<file path="config.mk">
export PLATFORM = sky130hd
export DESIGN_NAME = board_pixel_renderer
export DESIGN_NICKNAME = d
export VERILOG_FILES = /design/src/rtl/board_pixel_renderer.sv
export SDC_FILE = /design/constraint.sdc
export NUM_CORES = 1
export LEC_CHECK = 0
export ABC_AREA = 1
export CAP_MARGIN = 25
export CORE_MARGIN = 3
export CORE_UTILIZATION = 62
export CTS_BUF_LIST = sky130_fd_sc_hd__clkbuf_4
export DETAILED_ROUTE_END_ITERATION = 10
export PLACE_DENSITY = 0.8
export SYNTH_ARGS = -nofsm -noshare
export SYNTH_HDL_FRONTEND = slang
export SYNTH_SLANG_ARGS = --single-unit
export TNS_END_PERCENT = 5
</file>
<file path="constraint.sdc">
create_clock -name clk_vga -period 7.8 [get_ports clk_vga]
set_clock_uncertainty 0.05 [all_clocks]
set_input_delay 1.56 -clock clk_vga [delete_from_list [all_inputs] [get_ports clk_vga]]
set_output_delay 1.56 -clock clk_vga [all_outputs]
set_load 0.1 [all_outputs]
</file>
<file path="src/rtl/board_pixel_renderer.sv">
`default_nettype none
// ============================================================================
//  Module   : board_pixel_renderer
//  Purpose  : Game-layer pixel generator. Maps the VGA scan position onto an
//             NxN board of square cells, looks up each cell's {owner,type}
//             in a register store written by game logic, and produces the
//             game-layer colour two pixel clocks later. Also draws a
//             blinking cursor outline on one selected cell.
//  Ports    : clk_vga, reset            pixel clock, sync active-high reset
//             hdata, vdata              scan column / row
//             wr_valid/wr_ready         cell write handshake
//             wr_row, wr_col            target cell
//             wr_owner, wr_type         cell contents
//             clear_i                   restart the clear sweep
//             cursor_row, cursor_col    cursor cell
//             gen_red/green/blue        game-layer colour
//             use_gen                   pixel lies on the board
//  Options  : GRID_LINES_EN - when defined, the first row and column of
//             every cell are drawn black (the cursor still overrides).
//  Revision : 1.0  initial release
// ============================================================================
module board_pixel_renderer #(
  parameter int WIDTH        = 12,
  parameter int BOARD_X0     = 50,
  parameter int BOARD_Y0     = 50,
  parameter int CELL         = 50,
  parameter int N            = 10,
  parameter int BLINK_FRAMES = 32
) (
  input  logic             clk_vga,
  input  logic             reset,
  input  logic [WIDTH-1:0] hdata,
  input  logic [WIDTH-1:0] vdata,
  input  logic             wr_valid,
  output logic             wr_ready,
  input  logic [3:0]       wr_row,
  input  logic [3:0]       wr_col,
  input  logic [1:0]       wr_owner,
  input  logic [1:0]       wr_type,
  input  logic             clear_i,
  input  logic [3:0]       cursor_row,
  input  logic [3:0]       cursor_col,
  output logic [7:0]       gen_red,
  output logic [7:0]       gen_green,
  output logic [7:0]       gen_blue,
  output logic             use_gen
);

  localparam int CELLS = N * N;
  localparam int IDX_W = (CELLS > 1) ? $clog2(CELLS) : 1;
  localparam int FC_W  = (BLINK_FRAMES > 1) ? $clog2(BLINK_FRAMES) : 1;
  // Lower corner of the centred 20x20 "general" marker.
  localparam int GEN_LO = (CELL - 20) / 2;

  typedef enum logic [0:0] {
    ST_CLEAR = 1'b0,
    ST_RUN   = 1'b1
  } state_t;

  // --------------------------------------------------------------------------
  // Cell store and clear/run control
  // --------------------------------------------------------------------------
  state_t             state_q, state_d;
  logic [IDX_W-1:0]   clear_idx_q, clear_idx_d;
  logic [3:0]         cells_q [CELLS];
  logic [3:0]         cells_d [CELLS];
  logic [IDX_W-1:0]   wr_idx;
  logic               wr_in_range;

  assign wr_idx      = IDX_W'(int'(wr_row) * N + int'(wr_col));
  assign wr_in_range = ({1'b0, wr_row} < 5'(N)) && ({1'b0, wr_col} < 5'(N));
  assign wr_ready    = (state_q == ST_RUN);

  always_comb begin
    state_d     = state_q;
    clear_idx_d = clear_idx_q;
    cells_d     = cells_q;
    case (state_q)
      ST_CLEAR: begin
        cells_d[clear_idx_q] = 4'h0;
        if (clear_i) begin
          clear_idx_d = '0;
        end else if (clear_idx_q == IDX_W'(CELLS - 1)) begin
          state_d     = ST_RUN;
          clear_idx_d = '0;
        end else begin
          clear_idx_d = clear_idx_q + 1'b1;
        end
      end
      ST_RUN: begin
        // A clear request wins over a write presented in the same cycle.
        if (clear_i) begin
          state_d     = ST_CLEAR;
          clear_idx_d = '0;
        end else if (wr_valid && wr_in_range) begin
          cells_d[wr_idx] = {wr_owner, wr_type};
        end
      end
      default: begin
        state_d     = ST_CLEAR;
        clear_idx_d = '0;
      end
    endcase
  end

  // --------------------------------------------------------------------------
  // Frame counter / cursor blink
  // --------------------------------------------------------------------------
  logic [FC_W-1:0] frame_cnt_q, frame_cnt_d;
  logic            blink_q, blink_d;

  always_comb begin
    frame_cnt_d = frame_cnt_q;
    blink_d     = blink_q;
    if (hdata == '0 && vdata == '0) begin
      if (frame_cnt_q == FC_W'(BLINK_FRAMES - 1)) begin
        frame_cnt_d = '0;
        blink_d     = ~blink_q;
      end else begin
        frame_cnt_d = frame_cnt_q + 1'b1;
      end
    end
  end

  // --------------------------------------------------------------------------
  // Stage 1: board hit test and cell / in-cell coordinates
  // --------------------------------------------------------------------------
  logic             s1_valid_q, s1_valid_d;
  logic [3:0]       s1_row_q, s1_row_d, s1_col_q, s1_col_d;
  logic [WIDTH-1:0] s1_px_q, s1_px_d, s1_py_q, s1_py_d;
  logic [WIDTH-1:0] dx, dy;

  assign dx = hdata - WIDTH'(BOARD_X0);
  assign dy = vdata - WIDTH'(BOARD_Y0);

  always_comb begin
    s1_valid_d = (hdata >= WIDTH'(BOARD_X0)) && (hdata < WIDTH'(BOARD_X0 + N * CELL)) &&
                 (vdata >= WIDTH'(BOARD_Y0)) && (vdata < WIDTH'(BOARD_Y0 + N * CELL));
    s1_col_d   = 4'(dx / WIDTH'(CELL));
    s1_row_d   = 4'(dy / WIDTH'(CELL));
    s1_px_d    = dx % WIDTH'(CELL);
    s1_py_d    = dy % WIDTH'(CELL);
  end

  // --------------------------------------------------------------------------
  // Stage 2: cell lookup and colour composition
  // --------------------------------------------------------------------------
  logic [23:0]      gen_q, gen_d;
  logic             use_q, use_d;
  logic [IDX_W-1:0] rd_idx;
  logic [3:0]       rd_cell;
  int               px_i, py_i;
  logic             edge4, edge3, centre, cursor_hit;

  assign rd_idx = IDX_W'(int'(s1_row_q) * N + int'(s1_col_q));
  // Stage 1 only holds in-range row/col when the pixel is on the board.
  assign rd_cell = s1_valid_q ? cells_q[rd_idx] : 4'h0;
  assign px_i    = int'(s1_px_q);
  assign py_i    = int'(s1_py_q);

  assign edge4  = (px_i < 4) || (px_i >= CELL - 4) || (py_i < 4) || (py_i >= CELL - 4);
  assign edge3  = (px_i < 3) || (px_i >= CELL - 3) || (py_i < 3) || (py_i >= CELL - 3);
  assign centre = (px_i >= GEN_LO) && (px_i < GEN_LO + 20) &&
                  (py_i >= GEN_LO) && (py_i < GEN_LO + 20);
  assign cursor_hit = blink_q && edge3 &&
                      (s1_row_q == cursor_row) && (s1_col_q == cursor_col);

  always_comb begin
    logic [23:0] colour;
    case (rd_cell[3:2])
      2'd1:    colour = 24'hE04040;
      2'd2:    colour = 24'h4040E0;
      2'd3:    colour = 24'h40C040;
      default: colour = 24'h808080;
    endcase
    case (rd_cell[1:0])
      2'd1:    if (edge4)  colour = 24'h000000;
      2'd2:    if (centre) colour = 24'hFFFFFF;
      2'd3:    colour = 24'h505050;
      default: ;
    endcase
`ifdef GRID_LINES_EN
    if (px_i == 0 || py_i == 0) colour = 24'h000000;
`endif
    if (cursor_hit) colour = 24'hFFFF00;
    gen_d = s1_valid_q ? colour : 24'h000000;
    use_d = s1_valid_q;
  end

  assign gen_red   = gen_q[23:16];
  assign gen_green = gen_q[15:8];
  assign gen_blue  = gen_q[7:0];
  assign use_gen   = use_q;

  // --------------------------------------------------------------------------
  // Registers
  // --------------------------------------------------------------------------
  always_ff @(posedge clk_vga) begin
    if (reset) begin
      state_q     <= ST_CLEAR;
      clear_idx_q <= '0;
      cells_q     <= '{default: 4'h0};
      frame_cnt_q <= '0;
      blink_q     <= 1'b0;
      s1_valid_q  <= 1'b0;
      s1_row_q    <= '0;
      s1_col_q    <= '0;
      s1_px_q     <= '0;
      s1_py_q     <= '0;
      gen_q       <= '0;
      use_q       <= 1'b0;
    end else begin
      state_q     <= state_d;
      clear_idx_q <= clear_idx_d;
      cells_q     <= cells_d;
      frame_cnt_q <= frame_cnt_d;
      blink_q     <= blink_d;
      s1_valid_q  <= s1_valid_d;
      s1_row_q    <= s1_row_d;
      s1_col_q    <= s1_col_d;
      s1_px_q     <= s1_px_d;
      s1_py_q     <= s1_py_d;
      gen_q       <= gen_d;
      use_q       <= use_d;
    end
  end

endmodule
`default_nettype wire

</file>
; ---- Word-level counts from Yosys, hierarchy flattened
; Index checks and enable logic that the tools add are counted.
[classes]
bitwise_logic = 8
muxes = 26
reduce_logical = 26
div = 4
mul = 2
add_sub_neg = 6
shifts = 0
magnitude_cmp = 23
n_eq_ne = 13
[op_table]
columns = op, count
row1 = two-way mux 400 bit, 2
row2 = case mux 400 bit (2 select lines), 1
row3 = AND 400 bit, 1
row4 = bitwise mux 400 bit, 1
row5 = NOT 400 bit, 1
row6 = case mux 24 bit (3 select lines), 2
row7 = greater-or-equal comparator 12 x 6 -> 1 bit (second input constant), 6
row8 = two-way mux 24 bit, 3
row9 = demux 4 bit (select 7 bit), 2
row10 = binary-select mux 4 bit (select 7 bit), 1
row11 = divider 12 x 6 -> 12 bit (second input constant), 2
row12 = greater-or-equal comparator 12 x 4 -> 1 bit (second input constant), 2
row13 = greater-or-equal comparator 8 bit (second input constant), 3
row14 = logical NOT 12 bit, 2
row15 = less-than comparator 12 x 10 -> 1 bit (second input constant), 2
row16 = less-than comparator 12 x 2 -> 1 bit (second input constant), 2
row17 = less-than comparator 12 x 3 -> 1 bit (second input constant), 2
row18 = less-than comparator 12 x 6 -> 1 bit (second input constant), 2
row19 = modulo 12 x 6 -> 12 bit (second input constant), 2
row20 = NOT 7 -> 8 bit, 3
row21 = subtractor 12 x 6 -> 12 bit (second input constant), 2
row22 = two-way mux 7 bit, 3
row23 = two-way mux 4 bit, 5
row24 = less-than comparator 8 x 1 -> 1 bit (second input constant), 2
row25 = 22 further kinds, 54
[word_totals]
n_memories = 0
latchBits = 0
output_inout_bits = 26
regBits = 472
mem_bits_ro = 0
in_bits = 48
wordCells = 220
mem_bits_rw = 0

; ---- Longest topological paths before layout
[logic_depth]
depth_word = 12
mapped_depth = 55
depth_no_buf = 54

; ---- Worst setup path after synthesis
; No wires, ideal clock.
[synth_path]
path_type = input port to flip-flop
start = in hdata[2]
end = reg s1_px_q[11]
cell_stages = 49
setup_time_ps = 128
t_arrival_ps = 6142
path_buffers = 1
slack_ps = 1480
required_ps = 7622
cell_sequence = inv_1 > ha_1 > nand2_1 > nand2_4 > nand3_1 > nand2_1 > nand2_2 > nor2_4 > nand2_4 > inv_2 > nand2_1 > nand2_2 > nand2_1 > nor2_2 > nand2_2 > nand2_4 > nand2_8 > nand2_1 > [... 13 more ...] > nand2_4 > nand2_4 > nand3_2 > nand2_1 > nor2_2 > nand3_2 > nand3_2 > buf_6 > nand2_2 > nand2_1 > inv_1 > ha_1 > nor2_1 > nand2_1 > nand4_1 > nand2_1 > nand2_1 > nor2_1
[synth_via]
elab_chain_cells = 2
[synth_rtl]
columns = item, line
row1 = "start, declared", 32  ; input logic [WIDTH-1:0] hdata,
row2 = subtractor 12 x 6 -> 12 bit, 133  ; assign dx = hdata - WIDTH'(BOARD_X0);
row3 = modulo 12 x 6 -> 12 bit, 141  ; s1_px_d = dx % WIDTH'(CELL);
row4 = "end signal, assigned", 221  ; s1_px_q <= s1_px_d;
row5 = "end, declared", 130  ; logic [WIDTH-1:0] s1_px_q, s1_px_d, s1_py_q, s1_py_d;
; No other way between the ends.
; A chain may end at the register's enable or synchronous reset.

; ---- Worst setup path after layout
[layout_path]
start = in vdata[3]
end = reg s1_py_q[7]
[layout_via]
elab_chain_cells = 2
[layout_rtl]
columns = item, line
row1 = "start, declared", 33  ; input logic [WIDTH-1:0] vdata,
row2 = subtractor 12 x 6 -> 12 bit, 134  ; assign dy = vdata - WIDTH'(BOARD_Y0);
row3 = modulo 12 x 6 -> 12 bit, 142  ; s1_py_d = dy % WIDTH'(CELL);
row4 = "end signal, assigned", 222  ; s1_py_q <= s1_py_d;
row5 = "end, declared", 130
; No other way between the ends.

==> impl_metrics.csv <==
group,metric,value,unit
finish,fin_cells,5703,
floorplanning,chipHeight,229.3,microns
critical_path,worstReg2RegEnd,"gen_q[22]",
clock_tree,cts_tree,"yes",
drt,wl_per_cell,18.00,microns
yosys,synth-compound-area-share,0.2816,
min_path,min_from,"cells_q[54]",
global_route,grt_pass1_wl,160600,microns
finish,area_growth,8.081,%
sta,slew_headroom,0.1983,
drt,wl_met2,44650,microns
drt,drt_iter0_drc,4152,
yosys,synthTopCellsByArea,"dfxtp_1 (30%), nand2_1 (13%), a21oi_1 (11%), o21ai_0 (8.3%), inv_1 (7.1%)",
sta,fmax,0.1433,GHz
yosys,synth_ff_type,"dfxtp_1",
yosys,synthSimpleGateAreaFrac,0.2819,
place,io_buffers,73,
sta,worst_pin_slew,1.201,ns
global_route,grt_pass1_vias,31000,
clock_tree,hold_buffers,0,
sta,rsz0062_at_grt,"no",
critical_path,r2r_cells,16,
clock_tree,clk_path_buf_depth,3,
drt,top_layer_used,"met5",
global_route,grt_max_degree,138,
sta,fin_crit,6.976,ns
drt,drt-pass1-iter-count,6,
yosys,yosysWarnings,0,
clock_tree,insertion_delay,0.91,ns
critical_path,crit_type,"input pin to register",
yosys,synth_common_cells,"nand2_1 (1,040), a21oi_1 (710), inv_1 (581), o21ai_0 (510), dfxtp_1 (459)",
place,place.gp.congestion,0.9375,
critical_path,worstPathArrival,7.75,ns
clock_tree,root_buffer,"clkbuf_4",
yosys,syn_inst,4969,
global_route,grt_overflow,0,
flow_run,drv_cap,0,
yosys,synthArstFlopShare,0,
floorplanning,rows,81,
yosys,syn_area_per_cell,6.219,sq um
critical_path,cp_top_family,"simple AND/OR/NAND/NOR gates",
yosys,synthMuxAreaShare,0,
floorplanning,core-area,49050,sq um
sta,setup_tns,0,ns
power_and_ir_drop,peakVddDrop,0.0004237,V
place,dp_hpwl,64330,microns
sta,period_share,0.8944,
clock_tree,cts_buffers,121,
critical_path,critPathBufInv,3,
yosys,synth_cell_type_count,66,
critical_path,slowest_delay,0.53,ns
power_and_ir_drop,leakagePower,11.66,nW
yosys,synth_most_common_cell,"nand2_1",
critical_path,critPathRequiredTime,8.57,ns
critical_path,crit_top_cell,"nand2_2",
yosys,syn_nets,5051,
finish,drive_above_1_share,0.08047,
clock_tree,post_cts_resized,0,
yosys,ys_seq_elements,459,
outcome,status,"finished clean",
global_route,grt_util_all_layers,0.3723,
yosys,synth_area,30900,sq um
yosys,yosysTopAreaCellShare,0.2973,
clock_tree,cts_setup_buffers,0,
min_path,min_to,"cells_q[54]",
clock_tree,clk_pin_slew_worst_paths,0.07,ns
floorplanning,io_pins,74,
critical_path,path_max_fanout,12,
floorplanning,die-area,52560,sq um
critical_path,worst_setup_path_start_kind,"input pin",
yosys,synth-adder-area-share,0.01474,
critical_path,r2r_start,"s1_row_q[0]",
finish,nNetsFinal,5023,
drt,wirelength,102600,microns
sta,setup_viol,0,
min_path,holdPathStages,2,
sta,hold_violations,0,
critical_path,slowest_stage,"clkdlybuf4s50_1",
yosys,synthXorXnorAreaFrac,0.01490,
place,placed_cells,5478,
yosys,synth_top_family_by_area,"simple AND/OR/NAND/NOR gates",
drt,wl_met3,11810,microns
drt,drt-met1-wl,39150,microns
drt,drc,0,
clock_tree,htreeDepth,3,
critical_path,cp-end-kind,"register",
clock_tree,clock_sinks,459,
sta,drv_slew,0,
min_path,min_path_type,"register to register",
power_and_ir_drop,power_density,367.8,nW/um^2
critical_path,rrSetupSlack,2.67,ns
floorplanning,die_x,229.3,microns
global_route,antenna_found_initial,3,
drt,drtAntennaViolNets,0,
yosys,synth_edf_count,0,
yosys,synth_largest_area_cell,"dfxtp_1",
yosys,ys_seq_area_frac,0.2973,
drt,num_vias,34850,
drt,vias_per_cell,6.110,
floorplanning,start_util,0.6300,
## worst max-delay path by stage
stage,start,to,slack [ns],depth (start not counted)
2_1_floorplan,hdata[2],s1_px_q[11],1.48,49
3_3_place_gp,vdata[3],s1_py_q[7],0.14,47
3_5_place_dp,vdata[3],s1_py_q[7],0.01,45
4_1_cts,vdata[3],s1_py_q[7],0.95,47
5_1_grt,hdata[2],s1_px_q[5],0.20,47
6_report,vdata[3],s1_py_q[7],0.82,45
## layer usage
layer,global-route usage,vias up
li1,-,16770
met1,0.4662,15670
met2,0.5809,1995
met3,0.07736,410
met4,0.2459,2
met5,0,-
## logic make-up after synthesis
| kind of cell | Yosys count |
|---|---|
| AO/OA/AOI/OAI | 1547 |
| flip-flops | 459 |
| adder cells (fa/ha/maj) | 34 |
| buffers and inverters | 881 |
| AND/OR/NAND/NOR | 2001 |
| XOR/XNOR | 47 |
## tightest hold or removal path: cells and delay by family (launching register included)
family          cells  cell delay (ns)
buf+inv             1             0.05
compound gates      1             0.05
flops               1             0.32
## area by class of cell
class | count | area (sq um)
Multi-Input combinational cell | 3629 | 18390
Fill cell | 4592 | 15650
Sequential cell | 459 | 9196
Inverter | 617 | 2332
Clock buffer | 173 | 1299
Timing Repair Buffer | 113 | 1119
Tap cell | 664 | 830.8
Clock inverter | 42 | 221.5
Antenna cell | 6 | 15.01
## layout by cell type, fill, tap and decap left out, types with 15 or more instances in the layout
master | Yosys | routed
nand3_1 | 355 | 355
clkinv_1 | 5 | 36
xor2_1 | 37 | 37
nor2_2 | 16 | 17
a221oi_1 | 34 | 34
nand2_2 | 55 | 55
clkdlybuf4s50_1 | 0 | 72
o22ai_1 | 67 | 67
nor2_1 | 402 | 401
dfxtp_1 | 459 | 457
buf_4 | 16 | 34
nand2_1 | 1040 | 1036
nand2_4 | 17 | 20
o21ai_0 | 510 | 510
ha_1 | 30 | 29
a21oi_1 | 710 | 710
clkbuf_4 | 0 | 173
inv_2 | 30 | 30
nor3_1 | 30 | 29
inv_1 | 581 | 578
o32ai_1 | 130 | 130
o21ai_1 | 15 | 15
nand4_1 | 36 | 36
## metrics by stage
| stage | area (sq um) | util | hold WS [ns] | setup WS [ns] | total power, mW |
|---|---|---|---|---|---|
| after CTS | 33330 | 0.6794 | 0.4119 | 0.9497 | 11.99 |
| after detailed placement | 31810 | 0.6484 | 0.4032 | 0.01410 | 9.856 |
| final | 33400 | 0.6810 | 0.4139 | 0.8236 | 12.28 |
| after global placement | 31750 | 0.6473 | 0.4001 | 0.1424 | 9.769 |
| after floorplan | 30900 | - | 0.3869 | 1.480 | 7.760 |
| after global routing | 33400 | 0.6809 | 0.4317 | 0.1987 | 13.02 |
## sequential cells by signal, summed over array words and instances, names as in the netlist
name	cells
s1_row_q	4
gen_q	11
s1_py_q	12
use_gen	1
s1_valid_q	1
wr_ready	1
blink_q	1
s1_px_q	12
s1_col_q	4
cells_q	400
clear_idx_q	7
frame_cnt_q	5
## where the power goes
group          switching, mW  internal [mW]  total (mW)
combinational           5.38           2.24        7.62
clock                   1.07           1.08        2.15
sequential            0.0810           2.43        2.51
total                   6.53           5.75        12.3
(Power assumes the default switching activity.)
